`config.mk`:
```
export PLATFORM = sky130hd
export DESIGN_NAME = uart_rx_frame_ctrl
export DESIGN_NICKNAME = d
export VERILOG_FILES = /design/src/rtl/uart_pkg.sv /design/src/rtl/uart_frame_buf.sv /design/src/rtl/uart_rx_frame_ctrl.sv
export SDC_FILE = /design/constraint.sdc
export NUM_CORES = 1
export LEC_CHECK = 0
export CAP_MARGIN = 20
export CORE_AREA = 5 5 123 125
export CTS_BUF_LIST = sky130_fd_sc_hd__clkbuf_4 sky130_fd_sc_hd__clkbuf_8 sky130_fd_sc_hd__clkbuf_16
export DETAILED_ROUTE_END_ITERATION = 6
export DIE_AREA = 0 0 128 130
export PLACE_DENSITY = 0.82
export SYNTH_ARGS = -nofsm -noshare
export SYNTH_HDL_FRONTEND = slang
export SYNTH_SLANG_ARGS = --single-unit
```
`constraint.sdc`:
```
create_clock -name clk -period 2.64 [get_ports clk]
set_input_delay 0.264 -clock clk [delete_from_list [all_inputs] [get_ports clk]]
set_output_delay 0.264 -clock clk [all_outputs]
set_load 0.005 [all_outputs]
```
`src/rtl/uart_pkg.sv`:
```
// Shared types and constants for the UART receive framing path.
package uart_pkg;

  typedef enum logic [2:0] {
    HUNT    = 3'd0,
    LEN     = 3'd1,
    PAYLOAD = 3'd2,
    CSUM    = 3'd3,
    DRAIN   = 3'd4
  } state_t;

  localparam logic [7:0] DEFAULT_SYNC_BYTE = 8'hA5;

  localparam int CLK_HZ       = 50_000_000;
  localparam int BAUD         = 115_200;
  localparam int CLKS_PER_BIT = CLK_HZ / BAUD;
  // Ten 10-bit byte times of silence before a partial frame is abandoned.
  localparam int DEFAULT_TIMEOUT_CYCLES = 100 * CLKS_PER_BIT;

endpackage

```
`src/rtl/uart_frame_buf.sv`:
```
// Payload buffer: synchronous write, combinational read, contents never reset.
module uart_frame_buf #(
  parameter int DEPTH = 16,
  parameter int AW    = 4
) (
  input  logic          clk,
  input  logic          we,
  input  logic [AW-1:0] waddr,
  input  logic [7:0]    wdata,
  input  logic [AW-1:0] raddr,
  output logic [7:0]    rdata
);

  logic [7:0] mem [DEPTH];

  always_ff @(posedge clk) begin
    if (we) mem[waddr] <= wdata;
  end

  assign rdata = mem[raddr];

endmodule

```
`src/rtl/uart_rx_frame_ctrl.sv`:
```
// Turns the UART byte stream into checksum-validated SYNC/LEN/PAYLOAD/CSUM frames
// and releases the payload of good frames on a valid/ready byte stream.
module uart_rx_frame_ctrl
  import uart_pkg::*;
#(
  parameter int         MAX_LEN        = 16,
  parameter logic [7:0] SYNC_BYTE      = DEFAULT_SYNC_BYTE,
  parameter int         TIMEOUT_CYCLES = DEFAULT_TIMEOUT_CYCLES
) (
  input  logic       clk,
  input  logic       rst,
  input  logic [7:0] byte_in,
  input  logic       byte_valid,
  output logic [7:0] out_data,
  output logic       out_valid,
  input  logic       out_ready,
  output logic       out_last,
  output logic       frame_ok,
  output logic       err_csum,
  output logic       err_len,
  output logic       err_timeout,
  output logic       err_overrun,
  output logic       busy,
  output state_t     dbg_state
);

  localparam int AW = $clog2(MAX_LEN + 1);
  localparam int BW = (MAX_LEN > 1) ? $clog2(MAX_LEN) : 1;
  localparam int TW = $clog2(TIMEOUT_CYCLES + 1);
  localparam logic [7:0]    MAX_LEN_B  = 8'(MAX_LEN);
  localparam logic [TW-1:0] TIMER_LAST = TW'(TIMEOUT_CYCLES - 1);

  state_t        state;
  logic [7:0]    len;
  logic [7:0]    sum;
  logic [AW-1:0] idx;
  logic [AW-1:0] rd;
  logic [TW-1:0] timer;

  logic [7:0] fb_rdata;
  logic [7:0] csum_total;
  logic       fb_we;
  logic       idx_last;
  logic       rd_last;
  logic       timer_expired;

  assign csum_total    = sum + byte_in;
  assign idx_last      = (9'(idx) + 9'd1) == {1'b0, len};
  assign rd_last       = (9'(rd) + 9'd1) == {1'b0, len};
  assign timer_expired = (timer == TIMER_LAST);
  assign fb_we         = (state == PAYLOAD) && byte_valid;

  uart_frame_buf #(
    .DEPTH (MAX_LEN),
    .AW    (BW)
  ) u_frame_buf (
    .clk   (clk),
    .we    (fb_we),
    .waddr (idx[BW-1:0]),
    .wdata (byte_in),
    .raddr (rd[BW-1:0]),
    .rdata (fb_rdata)
  );

  // Output handshake: a byte transfers on any rising edge where out_valid and
  // out_ready are both high; while out_valid is high and out_ready low, out_data
  // and out_last hold, since rd only moves on a transfer and the buffer is not
  // written outside PAYLOAD.
  assign out_data  = out_valid ? fb_rdata : 8'd0;
  assign out_last  = out_valid && rd_last;
  assign busy      = (state != HUNT);
  assign dbg_state = state;

  always_ff @(posedge clk) begin
    if (rst) begin
      state       <= HUNT;
      len         <= 8'd0;
      sum         <= 8'd0;
      idx         <= '0;
      rd          <= '0;
      timer       <= '0;
      out_valid   <= 1'b0;
      frame_ok    <= 1'b0;
      err_csum    <= 1'b0;
      err_len     <= 1'b0;
      err_timeout <= 1'b0;
      err_overrun <= 1'b0;
    end else begin
      frame_ok    <= 1'b0;
      err_csum    <= 1'b0;
      err_len     <= 1'b0;
      err_timeout <= 1'b0;
      err_overrun <= 1'b0;

      case (state)
        HUNT: begin
          if (byte_valid && byte_in == SYNC_BYTE) begin
            state <= LEN;
            timer <= '0;
          end
        end

        LEN: begin
          if (byte_valid) begin
            len   <= byte_in;
            sum   <= byte_in;
            idx   <= '0;
            timer <= '0;
            if (byte_in > MAX_LEN_B) begin
              err_len <= 1'b1;
              state   <= HUNT;
            end else if (byte_in == 8'd0) begin
              state <= CSUM;
            end else begin
              state <= PAYLOAD;
            end
          end else if (timer_expired) begin
            err_timeout <= 1'b1;
            state       <= HUNT;
          end else begin
            timer <= timer + 1'b1;
          end
        end

        PAYLOAD: begin
          if (byte_valid) begin
            sum   <= sum + byte_in;
            idx   <= idx + 1'b1;
            timer <= '0;
            if (idx_last) state <= CSUM;
          end else if (timer_expired) begin
            err_timeout <= 1'b1;
            state       <= HUNT;
          end else begin
            timer <= timer + 1'b1;
          end
        end

        CSUM: begin
          if (byte_valid) begin
            timer <= '0;
            if (csum_total == 8'd0) begin
              frame_ok <= 1'b1;
              if (len != 8'd0) begin
                state     <= DRAIN;
                rd        <= '0;
                out_valid <= 1'b1;
              end else begin
                state <= HUNT;
              end
            end else begin
              err_csum <= 1'b1;
              state    <= HUNT;
            end
          end else if (timer_expired) begin
            err_timeout <= 1'b1;
            state       <= HUNT;
          end else begin
            timer <= timer + 1'b1;
          end
        end

        DRAIN: begin
          // Bytes arriving here are dropped outright, sync bytes included.
          if (byte_valid) err_overrun <= 1'b1;
          if (out_ready) begin
            if (rd_last) begin
              out_valid <= 1'b0;
              state     <= HUNT;
            end else begin
              rd <= rd + 1'b1;
            end
          end
        end

        default: begin
          state     <= HUNT;
          out_valid <= 1'b0;
        end
      endcase
    end
  end

endmodule

```
======== Yosys cells after proc, flatten, opt, wreduce, memory -nomap -nowiden ========
Memories as Yosys holds them, arrays and structs flattened. A register that Yosys moved wholly into a read port is not among the register bits.
Cells that the tools add are included.
word-level totals
  memories kept ........................... 1
  memory bits (writable) .................. 128
  word-level logic and storage cells ...... 113
  register bits ........................... 51
  output and inout bits ................... 19
operators by class
  order comparisons ....................... 1
  add/subtract/negate cells ............... 6
  equality and inequality tests ........... 19
  mux-type cells .......................... 45
  bitwise operators ....................... 6
  reductions and logical operators ........ 23
memory list
  name             words  bits a word  rd ports  clocked after memory_dff  write ports  RTL line              text
  u_frame_buf.mem  16     8            1         1                         1            uart_frame_buf.sv:14  logic [7:0] mem [DEPTH];
operators with widths
  kind                                                                             number
  16-bit two-way mux                                                               3
  5-bit two-way mux                                                                7
  16-bit one-hot mux with 2 select lines                                           1
  3-bit two-way mux                                                                10
  8-bit two-way mux                                                                3
  5-bit one-hot mux with 2 select lines                                            2
  2-bit != test, second input constant                                             9
  16-bit by 1-bit adder with 16-bit output, second input constant                  1
  16-bit equality test, second input constant                                      1
  6-bit by 8-bit equality test with 1-bit output                                   2
  8-bit zero test                                                                  2
  8-bit one-hot mux with 2 select lines                                            1
  3-bit one-hot mux with 5 select lines                                            1
  3-bit OR reduction                                                               5
  1-bit two-way mux                                                                13
  5-bit by 1-bit adder with 6-bit output, second input constant                    2
  6-bit AND reduction                                                              2
  5-bit by 1-bit adder with 5-bit output, second input constant                    2
  8-bit adder                                                                      1
  8-bit equality test, second input constant                                       1
  8-bit by 5-bit greater-than comparator with 1-bit output, second input constant  1
  4-bit two-way mux                                                                2
  8-bit nonzero test                                                               1
  3-bit by 2-bit equality test with 1-bit output, second input constant            2
  14 further kinds                                                                 25

======== Depth between registers and ports, before layout ========
  depth in word-level cells ............... 7
  mapped depth ............................ 9
  depth with buffers taken out ............ 9

======== By module ========
Synthesis repeated with hierarchy kept, for this count alone.
second synthesis, totals
  cells, all modules ...................... 594
  area, all modules ....................... 7961.4 um^2
by module, submodules not included
  module              cells an instance  sequential area each (um^2)  area an instance (um^2)  times used
  uart_frame_buf      221                3843.7                       4987.3                   1
  uart_rx_frame_ctrl  373                1021.0                       2974.1                   1

======== Least setup slack after synthesis ========
OpenSTA, ideal clock, no wires.
  path type ............................... reg-to-reg
  start point ............................. register state[1] (netlist: dbg_state[1])
  end point ............................... memory u_frame_buf.mem[3][0] (enable)
  arrival ................................. 1948 ps
  clock period less this slack ............ 2332 ps
  cell stages (with the launch flop) ...... 7
  path buffers ............................ 2
  path slack .............................. 308 ps
  cell sequence ........................... dfxtp_1 -> clkbuf_2 -> nor3b_2 -> and2_1 -> buf_2 -> nand2_1 -> nor3_1
between the ends
  longest elaborated chain between the ends .. 4
RTL lines
  item                                            RTL line                   text
  start: declaration                              uart_rx_frame_ctrl.sv:33   state_t state;
  start signal: assignment                        uart_rx_frame_ctrl.sv:76   state <= HUNT;
  start signal: assignment                        uart_rx_frame_ctrl.sv:98   state <= LEN;
  start signal: assignment                        uart_rx_frame_ctrl.sv:111  state <= HUNT;
  3-bit by 2-bit equality test with 1-bit output  uart_rx_frame_ctrl.sv:51   assign fb_we = (state == PAYLOAD) && byte_valid;
  1-bit logical AND                               uart_rx_frame_ctrl.sv:51
  1-bit two-way mux                               uart_frame_buf.sv:17       if (we) mem[waddr] <= wdata;
  1-bit two-way mux (not written as such)         uart_frame_buf.sv:17
  end: declaration                                uart_frame_buf.sv:14
Every way passes these cells.

==> metrics.md <==
| Metric | Value |
|---|---|
| Status | finished, violations left |
| Failing checks | setup timing |
| Num rows | 43 |
| Leakage | 3.333 nW |
| Chip Height | 130 µm |
| Vias | 5510 |
| Peak VDD IR | 0.0004558 V |
| Bufs on Longest Clock Path | 2 |
| Top delay family on crit path | multiplexers |
| GP Congestion | 0.8931 |
| Post-synth top area cell | edfxtp_1 |
| Synth area leaders | edfxtp_1, dfxtp_1, mux4_2, nand2_1, nor2_1 |
| First-iteration detailed-routing DRC count | 562 |
| Max incr delay on CP | 550 ps |
| Ys Warns | 0 |
| Seq cells post-synth | 183 |
| Flop pwr share | 52.0% |
| Drt pass-1 iters | 5 |
| Worst skew pair latency | 430 ps |
| Wire length per cell | 21.37 µm |
| Total power per unit cell area | 601.9 nW/µm² |
| Top-level I/O count | 31 |
| GRT Overall Usage | 24.19% |
| Initial antenna violation count | 1 |
| Syn nets | 631 |
| Period utilization | 101.5% |
| Dpl cells | 849 |
| Synth Instances | 605 |
| Final worst clock skew | 3.927 ps |
| Root Driver | clkbuf_16 |
| Final Instance Area | 9837 µm² |
| Avg Cell Area, Syn | 13.51 µm² |
| Max-cap violations | 0 |
| Diode count | 0 |
| CP max stage cell | mux4_2 |
| Share of flip-flops with an asynchronous set or reset | 0% |
| RSZ-0062 raised after global routing | true |
| Core area | 13770 µm² |
| Sw Share | 21.63% |
| P&R area growth vs syn | 20.38% |
| Crit. End Element | primary output |
| Post-synth EDFFs | 128 |
| P_int | 4.640 mW |
| WP data arrival | 2420 ps |
| CTS buffer count | 17 |
| DP HPWL | 12.71 mm |
| Final Hold Viols | 0 |
| Crit-path max FO | 5 |
| DRC violations left | 0 |
| PortBufs | 30 |
| Worst path cell trace | buf_8, buf_6, mux4_2, mux4_2, and2_4, buf_6 |
| # setup viols final | 6 |
| Synth top area share | 47.04% |
| HP Class | flop to flop |
| Num Clock Sinks | 183 |
| Kind of critical path | flop to primary output |
| Largest net degree at the start of global routing | 33 |
| Clock share of power | 40.5% |
| Maximum clock frequency | 0.3731 GHz |
| Initial Util | 59.33% |
| Remaining antenna violation count | 0 |
| Share of cells above drive strength 1 | 24.86% |
| Worst Path Required | 2380 ps |
| Switch Pwr | 1.281 mW |
| Slew headroom | 53.29% |
| Min Tclk post-route | 2680 ps |
| Hold Buf Count CTS | 0 |
| Synth Flop Type | edfxtp_1 |
| H-tree levels | 4 |
| Comb power frac | 7.5% |
| Placed Area | 9081 µm² |
| Synth Cell Area | 8172 µm² |
| Final wirelength | 19.06 mm |
| Remaining Overflow, GRT | 0 |
| Worst-Margin Slew | 698.9 ps |
| CTS tree | yes |
| Die Span X | 128 µm |
| Clock-pin transition on the worst setup and hold timing paths | 60 ps |
| Layout net count | 725 |
| Max-slew violation count | 0 |
| Vias in the first global route | 5595 |
| Post-layout util | 71.42% |
| Layout Cells excl Fill | 892 |
| DIE AREA | 16640 µm² |
| Startpoint Class | flop |
| Vias per cell | 6.177 |
| First-pass GRT wire length | 30.00 mm |
| Fin worst setup slack | -39.97 ps |
| Sequential share of the synthesized area | 60.51% |
| Buf/Inv on CP | 3 |
| Unique masters post-synth | 67 |
[Yosys cell counts (all sizes together) (6+ instances only)]
| master | n |
|---|---|
| buf | 7 |
| nand2b | 8 |
| a31oi | 8 |
| dfxtp | 55 |
| mux4 | 40 |
| nor2 | 48 |
| a211oi | 7 |
| clkbuf | 18 |
| edfxtp | 128 |
| a21oi | 27 |
| nor3 | 17 |
| inv | 19 |
| ha | 13 |
| nand2 | 52 |
| and2 | 16 |
| o211ai | 6 |
| or3 | 8 |
| nand3 | 16 |
| xnor2 | 19 |
| o21ai | 15 |
| xor2 | 9 |
| nor3b | 6 |
[metrics by stage]
stage / setup TNS, ps / setup slack (ps) / power (mW) / hold WS (ps)
5_1_grt: -660.2 / -110.2 / 6.127 / 521.1
3_3_place_gp: -3152 / -314.8 / 3.489 / 469.6
6_report: -134.8 / -39.97 / 5.921 / 500.1
3_5_place_dp: -4789 / -431.3 / 3.501 / 490.8
2_1_floorplan: 0 / 308.2 / 3.331 / 362.9
4_1_cts: -340.9 / -89.67 / 5.936 / 505.3
[flip-flops by register name, summed over array words and instances (netlist names), named ones only]
| signal | count |
|---|---|
| dbg_state | 3 |
| err_csum | 1 |
| err_len | 1 |
| err_overrun | 1 |
| err_timeout | 1 |
| frame_ok | 1 |
| idx | 5 |
| len | 8 |
| out_valid | 1 |
| rd | 5 |
| sum | 8 |
| timer | 16 |
| u_frame_buf.mem | 128 |
[power groups by stage]
stage / Sequential (mW) / Clock (mW) / Combinational, mW
2_1_floorplan: 3.14 / 0 / 0.196
3_3_place_gp: 3.14 / 0 / 0.351
3_5_place_dp: 3.14 / 0 / 0.363
4_1_cts: 3.08 / 2.43 / 0.432
5_1_grt: 3.08 / 2.58 / 0.470
6_report: 3.08 / 2.40 / 0.442
[cells by family (layout without fill, tap and decap cells)]
group	after synthesis	in the layout	share of synthesized area [%]
AOI/OAI and AO/OA	87	87	7.181
xor gates and xnor gates	28	28	3.001
and+or+nand+nor	206	206	13.31
DFF	183	183	60.51
buffers and inverters	44	151	2.373
muxes	43	43	11.39
adders and majority gates	14	14	2.236
[worst paths after layout]
path                            startpoint     endpoint  slack, ps  cells after the start
worst max-delay path                  flop  out_data[4]        -40                      6
worst min-delay path                sum[5]       sum[5]        500                      2
worst max register to register      sum[0]         flop        260                      9
worst min register to register      sum[5]       sum[5]        500                      2
[metal layers]
layer  GRT usage [%]  vias to the layer above  share of wire, %
met5               0                        -             0.063
met4           12.30                        2               4.1
met3           5.567                       49               6.5
met2           40.08                      225                50
met1           30.09                     2738                40
li1                -                     2496                 -
[layout make-up]
type / count / area (µm²)
timing repair buffer: 100 / 949.7
tap: 180 / 225.2
multi-input combinational: 378 / 3077
inverter: 19 / 71.32
clock buffer: 19 / 440.4
fill: 916 / 3936
sequential: 183 / 4951
clock inverter: 13 / 122.6
[placed cells by master, fill, tap and decap left out, types with 14 or more instances in the layout]
cell type and count:
a21oi_1 27, buf_4 56, clkbuf_16 18, clkdlybuf4s50_1 21, dfxtp_1 52, edfxtp_1 128
inv_1 19, mux4_2 40, nand2_1 52, nand3_1 15, nor2_1 47, nor3_1 16
o21ai_0 14, xnor2_1 19
[worst reg2reg max path: stages, from the launching register on]
cell       delay (ps)
dfxtp_1           330
ha_1              180
inv_1              60
fa_1              390
xnor2_1           160
a2111oi_0         410
nand4b_1          200
buf_4             210
o21ai_0           180
a31oi_1           130
[repair_timing]
item                       CTS  global route
pin swaps                    4             4
hold endpoints to repair     0             0
cloned                       1             1
resized for setup           56             9
buffers inserted             9             1
setup endpoints to repair    9            20
No activity file was read; power rests on OpenSTA's default activity.
